### src/rtl/ex_muldiv_pkg.sv
// Shared encodings and decode helpers for the RV32M iterative multiply/divide unit.
package ex_muldiv_pkg;

    typedef enum logic [2:0] {
        MD_MUL    = 3'b000,
        MD_MULH   = 3'b001,
        MD_MULHSU = 3'b010,
        MD_MULHU  = 3'b011,
        MD_DIV    = 3'b100,
        MD_DIVU   = 3'b101,
        MD_REM    = 3'b110,
        MD_REMU   = 3'b111
    } md_op_e;

    typedef enum logic [1:0] {
        MD_IDLE,
        MD_RUN,
        MD_DONE
    } md_state_e;

    localparam logic [4:0] REG_ADDR_ZERO = '0;

    typedef struct packed {
        logic a_signed;
        logic b_signed;
    } op_sign_t;

    function automatic op_sign_t op_signedness(input logic [2:0] op);
        op_sign_t s;
        s = '0;
        case (md_op_e'(op))
            MD_MULH, MD_DIV, MD_REM: s = '{a_signed: 1'b1, b_signed: 1'b1};
            MD_MULHSU:               s = '{a_signed: 1'b1, b_signed: 1'b0};
            default:                 s = '0;
        endcase
        return s;
    endfunction

    function automatic logic op_is_div(input logic [2:0] op);
        return op[2];
    endfunction

    function automatic logic op_is_rem(input logic [2:0] op);
        return op[2] & op[1];
    endfunction

endpackage

### src/rtl/ex_md_abs.sv
// Conditional two's-complement negate, used for operand magnitudes and result sign fix.
module ex_md_abs #(
    parameter int W = 32
) (
    input  logic [W-1:0] value,
    input  logic         negate,
    output logic [W-1:0] result
);

    assign result = negate ? ((~value) + W'(1)) : value;

endmodule

### src/rtl/ex_muldiv.sv
// Iterative RV32M multiply/divide: shift-add multiplier and restoring divider,
// one bit per cycle, stalling the pipeline while an operation is in flight.
module ex_muldiv
    import ex_muldiv_pkg::*;
#(
    parameter int XLEN = 32
) (
    input  logic            clk,
    input  logic            rst,
    input  logic            start,
    input  logic [2:0]      md_op,
    input  logic [XLEN-1:0] reg1,
    input  logic [XLEN-1:0] reg2,
    input  logic [4:0]      rd,
    input  logic            flush,
    output logic            busy,
    output logic            done,
    output logic [XLEN-1:0] rd_data_o,
    output logic [4:0]      rd_addr,
    output logic            ex_stall
);

    localparam int CW = $clog2(XLEN) + 1;
    localparam logic [XLEN-1:0] MIN_NEG = {1'b1, {(XLEN-1){1'b0}}};

    md_state_e       state, state_next;
    logic [CW-1:0]   cnt;
    md_op_e          op_q;
    logic [4:0]      rd_q;
    logic            neg_q;
    logic [XLEN-1:0] acc_hi, acc_lo, opb_q;

    op_sign_t        sg;
    logic            a_neg, b_neg;
    logic [XLEN-1:0] a_mag, b_mag;

    assign sg    = op_signedness(md_op);
    assign a_neg = sg.a_signed & reg1[XLEN-1];
    assign b_neg = sg.b_signed & reg2[XLEN-1];

    ex_md_abs #(.W(XLEN)) u_abs_a (.value(reg1), .negate(a_neg), .result(a_mag));
    ex_md_abs #(.W(XLEN)) u_abs_b (.value(reg2), .negate(b_neg), .result(b_mag));

    // Special cases resolved at issue without iterating.
    logic            div_zero, div_ovf, special;
    logic [XLEN-1:0] special_res;

    assign div_zero = op_is_div(md_op) && (reg2 == '0);
    assign div_ovf  = ((md_op_e'(md_op) == MD_DIV) || (md_op_e'(md_op) == MD_REM))
                      && (reg1 == MIN_NEG) && (reg2 == '1);
    assign special  = div_zero | div_ovf;

    always_comb begin
        special_res = '0;
        if (div_zero)
            special_res = op_is_rem(md_op) ? reg1 : '1;
        else
            special_res = op_is_rem(md_op) ? '0 : reg1;
    end

    // Multiply step: acc_hi:acc_lo is the product register, acc_lo starts as the multiplier.
    logic [XLEN:0]   mul_sum;
    logic [XLEN-1:0] mul_hi_n, mul_lo_n;

    assign mul_sum  = {1'b0, acc_hi} + (acc_lo[0] ? {1'b0, opb_q} : '0);
    assign mul_hi_n = mul_sum[XLEN:1];
    assign mul_lo_n = {mul_sum[0], acc_lo[XLEN-1:1]};

    // Divide step: acc_hi is the partial remainder, acc_lo shifts dividend out and quotient in.
    logic [XLEN:0]   div_diff;
    logic            div_ok;
    logic [XLEN-1:0] div_rem_n, div_quo_n;

    assign div_diff  = {acc_hi, acc_lo[XLEN-1]} - {1'b0, opb_q};
    assign div_ok    = ~div_diff[XLEN];
    assign div_rem_n = div_ok ? div_diff[XLEN-1:0] : {acc_hi[XLEN-2:0], acc_lo[XLEN-1]};
    assign div_quo_n = {acc_lo[XLEN-2:0], div_ok};

    logic [2*XLEN-1:0] prod_fix;
    logic [XLEN-1:0]   quo_fix, rem_fix, run_res;

    ex_md_abs #(.W(2*XLEN)) u_fix_prod (.value({mul_hi_n, mul_lo_n}), .negate(neg_q), .result(prod_fix));
    ex_md_abs #(.W(XLEN))   u_fix_quo  (.value(div_quo_n), .negate(neg_q), .result(quo_fix));
    ex_md_abs #(.W(XLEN))   u_fix_rem  (.value(div_rem_n), .negate(neg_q), .result(rem_fix));

    always_comb begin
        run_res = '0;
        case (op_q)
            MD_MUL:                      run_res = prod_fix[XLEN-1:0];
            MD_MULH, MD_MULHSU, MD_MULHU: run_res = prod_fix[2*XLEN-1:XLEN];
            MD_DIV, MD_DIVU:             run_res = quo_fix;
            default:                     run_res = rem_fix;
        endcase
    end

    logic            accept, step, write_en;
    logic [XLEN-1:0] write_val;
    logic [4:0]      write_addr;

    always_comb begin
        state_next = state;
        accept     = 1'b0;
        step       = 1'b0;
        write_en   = 1'b0;
        write_val  = '0;
        write_addr = rd_q;
        case (state)
            MD_IDLE: begin
                if (start && !flush) begin
                    if (special) begin
                        state_next = MD_DONE;
                        write_en   = 1'b1;
                        write_val  = special_res;
                        write_addr = rd;
                    end else begin
                        state_next = MD_RUN;
                        accept     = 1'b1;
                    end
                end
            end
            MD_RUN: begin
                if (flush) begin
                    state_next = MD_IDLE;
                end else begin
                    step = 1'b1;
                    if (cnt == CW'(XLEN - 1)) begin
                        state_next = MD_DONE;
                        write_en   = 1'b1;
                        write_val  = run_res;
                    end
                end
            end
            default: state_next = MD_IDLE;
        endcase
    end

    assign ex_stall = ~rst & (((state == MD_IDLE) & start) | (state == MD_RUN));

    always_ff @(posedge clk or posedge rst) begin
        if (rst) begin
            state     <= MD_IDLE;
            busy      <= 1'b0;
            done      <= 1'b0;
            rd_data_o <= '0;
            rd_addr   <= REG_ADDR_ZERO;
        end else begin
            state <= state_next;
            busy  <= (state_next == MD_RUN);
            done  <= (state_next == MD_DONE);
            if (write_en) begin
                rd_data_o <= write_val;
                rd_addr   <= write_addr;
            end
        end
    end

    always_ff @(posedge clk or posedge rst) begin
        if (rst) begin
            cnt    <= '0;
            op_q   <= MD_MUL;
            rd_q   <= REG_ADDR_ZERO;
            neg_q  <= 1'b0;
            acc_hi <= '0;
            acc_lo <= '0;
            opb_q  <= '0;
        end else if (accept) begin
            cnt    <= '0;
            op_q   <= md_op_e'(md_op);
            rd_q   <= rd;
            neg_q  <= op_is_rem(md_op) ? a_neg : (a_neg ^ b_neg);
            acc_hi <= '0;
            acc_lo <= op_is_div(md_op) ? a_mag : b_mag;
            opb_q  <= op_is_div(md_op) ? b_mag : a_mag;
        end else if (step) begin
            cnt    <= cnt + CW'(1);
            acc_hi <= op_is_div(op_q) ? div_rem_n : mul_hi_n;
            acc_lo <= op_is_div(op_q) ? div_quo_n : mul_lo_n;
        end
    end

endmodule

### config.mk
export PLATFORM = sky130hd
export DESIGN_NAME = ex_muldiv
export DESIGN_NICKNAME = d
export VERILOG_FILES = /design/src/rtl/ex_muldiv_pkg.sv /design/src/rtl/ex_md_abs.sv /design/src/rtl/ex_muldiv.sv
export SDC_FILE = /design/constraint.sdc
export NUM_CORES = 1
export LEC_CHECK = 0
export BUFFER_PORTS_ARGS = -buffer_cell sky130_fd_sc_hd__buf_2
export CORE_AREA = 4 4 230 322
export CTS_BUF_LIST = sky130_fd_sc_hd__clkbuf_4 sky130_fd_sc_hd__clkbuf_8 sky130_fd_sc_hd__clkbuf_16
export DETAILED_ROUTE_END_ITERATION = 10
export DIE_AREA = 0 0 234 326
export GPL_TIMING_DRIVEN = 0
export PLACE_DENSITY = 0.37
export RECOVER_POWER = 25
export SYNTH_ARGS = -nofsm -noshare
export SYNTH_HDL_FRONTEND = slang
export SYNTH_SLANG_ARGS = --single-unit
### constraint.sdc
create_clock -name clk -period 6.5 [get_ports clk]
set_input_delay 0 -clock clk [delete_from_list [all_inputs] [get_ports clk]]
set_output_delay 0 -clock clk [all_outputs]
set_load 0.005 [all_outputs]
==> flow_metrics.tcl <==
set metrics [dict create \
    cts_made_buffers 17 \
    cap_viol_max_count 1 \
    grt_remaining_overflow 0 \
    htree_levels 4 \
    reg2reg_from "acc_lo[31]$_DFFE_PP0P_" \
    yosys_warnings 0 \
    grt_pass1_wl_um 134000 \
    cts_tree "built" \
    p_sw_frac 0.565 \
    worst_slack_ns 0.217 \
    drt_wl_total_um 94500 \
    io_pins 116 \
    die_w_um 234 \
    clockPowerShare 0.122 \
    power_density_mw_per_mm2 453 \
    maxSlewHeadroom -0.885 \
    grt_pass1_vias 19300 \
    final_cells 3466 \
    synth.distinct_cells 80 \
    mostFrequentLayoutCell "nand2_1" \
    clock_latency_ns 0.48 \
    crit_arrival_ns 6.58 \
    power_w 0.00902 \
    vias 18800 \
    setup_viol 0 \
    crit_path_start "acc_lo[31]$_DFFE_PP0P_" \
    synth-seq-cells 152 \
    antenna_found_initial 0 \
    reg2regPathDepth 26 \
    pre_cts_ws_ns -2.86 \
    hold_path.class "input port to flop" \
    status "complete, but fails checks" \
    wire_per_inst_um 27.3 \
    endpoint_kind "flop" \
    netlist_area_mm2 0.0169 \
    place_congestion 0.933 \
    drcViolationCount 0 \
    synth_nets 2476 \
    finalHoldViolations 0 \
    pwr-share-comb 0.722 \
    start_util 0.238 \
    core_mm2 0.0713 \
    net-switching-power_w 0.00510 \
    portBuffers 115 \
    reg2reg_slack_ns 0.22 \
    critPathCapture "rd_data_o[28]$_DFFE_PP0P_" \
    vdd_ir_drop_max_v 0.000179 \
    clk_pin_slew_worst_paths_ns 0.07 \
    syn_inst 2327 \
    drive_above_1_share 0.0801 \
    cpMaxStageDelayCell "dfrtp_2" \
    clock_path_buffers 2 \
    finalCritPeriodShare 0.967 \
    worstPathMaxFanout 10 \
    fill_cells 7857 \
    slew_violations 54 \
    seqPwrFrac 0.156 \
    multi_input_area_mm2 0.0124 \
    fmax_mhz 159 \
    critPathKind "flop to flop" \
    root_buffer "clkbuf_16" \
    place_area_mm2 0.0187 \
    area_growth_pct 17.5 \
    viasPerCell 5.42 \
    synth-edff-count 0 \
    worst_pin_slew_ns 2.81 \
    nets 2657 \
    ant_nets 0 \
    grt_usage 0.243 \
    final_cell_mix "300 x nand2_1, 285 x o21ai_0, 194 x nor2_1" \
    worst_clock_skew_ns 0.0191 \
    placementRows 116 \
    dieArea_mm2 0.0763 \
    dp_hpwl_um 78800 \
    async_flop_share 1.00 \
    violations "capacitance limit, slew limit" \
    p_int_w 0.00392 \
    seqCellArea_mm2 0.00380 \
    worst_ep_required_time_ns 6.79 \
    yosysSeqAreaShare 0.225 \
    cts_sinks 152 \
    synth.avg_cell_area_um2 7.28 \
    die_y_um 326 \
    fin_area_mm2 0.0199 \
    slowest_delay_ns 0.48 \
    critPathLaunchType "flop" \
    grt_max_degree 100 \
    utilization 0.279 \
    placedCellCount 3388 \
    drt-initial-drc-count 1118 \
    ys.flop_type "dfrtp_1" \
    cellLeakagePower_nw 8.01 \
    cp_common_cell "inv_1" \
    r2r_end "rd_data_o[28]$_DFFE_PP0P_" \
    hp-start "reg1[24]" \
    drt_pass1_iterations 7 \
    min_period_ns 6.28 \
]
-- stage by stage --
step                TNS, ns  hold WS [ns]
global placement    -117.07         0.213
CTS                       0       0.00241
detailed placement   -41.63        0.0666
global route        -0.0356        0.0472
finish                    0        0.0155
floorplan                 0        0.0342
-- state kept, by name, summed over array words and instances (netlist names) --
register,flops
busy,1
state,2
opb_q,32
cnt,6
neg_q,1
done,1
rd_addr,5
rd_q,5
acc_lo,32
rd_data_o,32
acc_hi,32
op_q,3
-- cell usage after synthesis, types with 11 or more instances --
master	number	share of area
ha_1	71	0.052
a211oi_1	24	0.011
nand3_1	60	0.018
clkbuf_1	140	0.031
a21o_1	24	0.011
o221ai_1	21	0.011
o21a_1	16	0.0071
and2_1	19	0.0070
o211ai_1	49	0.022
nor4_1	13	0.0048
or2_2	13	0.0048
xnor2_1	124	0.064
nand2_1	300	0.066
inv_1	71	0.016
xor2_1	96	0.050
a31oi_1	18	0.0066
or4_1	11	0.0049
mux2_2	13	0.0086
dfrtp_1	152	0.22
mux2i_1	77	0.046
o2bb2ai_1	11	0.0057
buf_1	12	0.0027
nand4_1	24	0.0089
nor2_1	194	0.043
o41ai_1	13	0.0067
o21ai_0	287	0.085
nand2b_1	16	0.0059
o31ai_1	33	0.015
nor3_1	56	0.017
a21oi_1	162	0.048
and3_1	19	0.0070
or3_1	28	0.010
-- area by class of cell --
cell class / instances / area share
timing repair buffer: 163 / 0.0512
antenna: 1 / 0.000126
sequential: 152 / 0.191
tap: 944 / 0.0594
clock inverter: 14 / 0.00830
inverter: 73 / 0.0141
clock buffer: 18 / 0.0221
multi-input combinational: 1944 / 0.621
buffer: 157 / 0.0323
-- power by group through the flow --
stage | clock network (W) | logic (W) | registers, W
2_1_floorplan | 0 | 0.00421 | 0.00130
3_3_place_gp | 0 | 0.00616 | 0.00141
3_5_place_dp | 0 | 0.00615 | 0.00141
4_1_cts | 0.00112 | 0.00635 | 0.00140
5_1_grt | 0.00116 | 0.00698 | 0.00143
6_report | 0.00110 | 0.00651 | 0.00141
-- worst max-delay path, delay by kind of cell (launching register included) --
family                   cells  cell delay (ns)
AO/OA/AOI/OAI               10             1.98
XOR/XNOR                     2             0.29
adder cells (fa/ha/maj)      3             0.83
buffers and inverters        9             1.87
flip-flops                   1             0.48
AND/OR/NAND/NOR              2             0.63
-- how the worst min path moves through the flow --
stage / slack, ns / cells past startpoint / to
2_1_floorplan: 0.03 / 1 / ex_stall
3_3_place_gp: 0.21 / 3 / rd_q[1]$_DFFE_PP0P_
3_5_place_dp: 0.07 / 2 / rd_data_o[18]$_DFFE_PP0P_
4_1_cts: 0.002 / 5 / acc_lo[24]$_DFFE_PP0P_
5_1_grt: 0.05 / 4 / rd_data_o[24]$_DFFE_PP0P_
6_report: 0.02 / 5 / acc_lo[24]$_DFFE_PP0P_
-- metal layers --
metal  up-vias  global-route usage  share of wire
li1       8797                   -              -
met1      9098               0.263           0.38
met2       645               0.439           0.50
met3       260              0.0239          0.028
met4         0               0.168          0.085
met5         -                   0              0
-- cell families after synthesis --
kind of cell	count (synthesis)	share of synthesized area
compound gates	767	0.283
xor+xnor	220	0.114
mux	90	0.0541
simple gates	794	0.217
buf+inv	231	0.0522
fa+ha+maj	73	0.0548
flops	152	0.225
-- repair_timing --
item                       CTS  global route
setup buffers                5             1
resized for setup           35             9
cloned                       0             0
pin swaps                    3             1
hold buffers                40             0
setup endpoints to repair   48             9
hold endpoints to repair   100             0
Power figures use the tool's default switching activity.
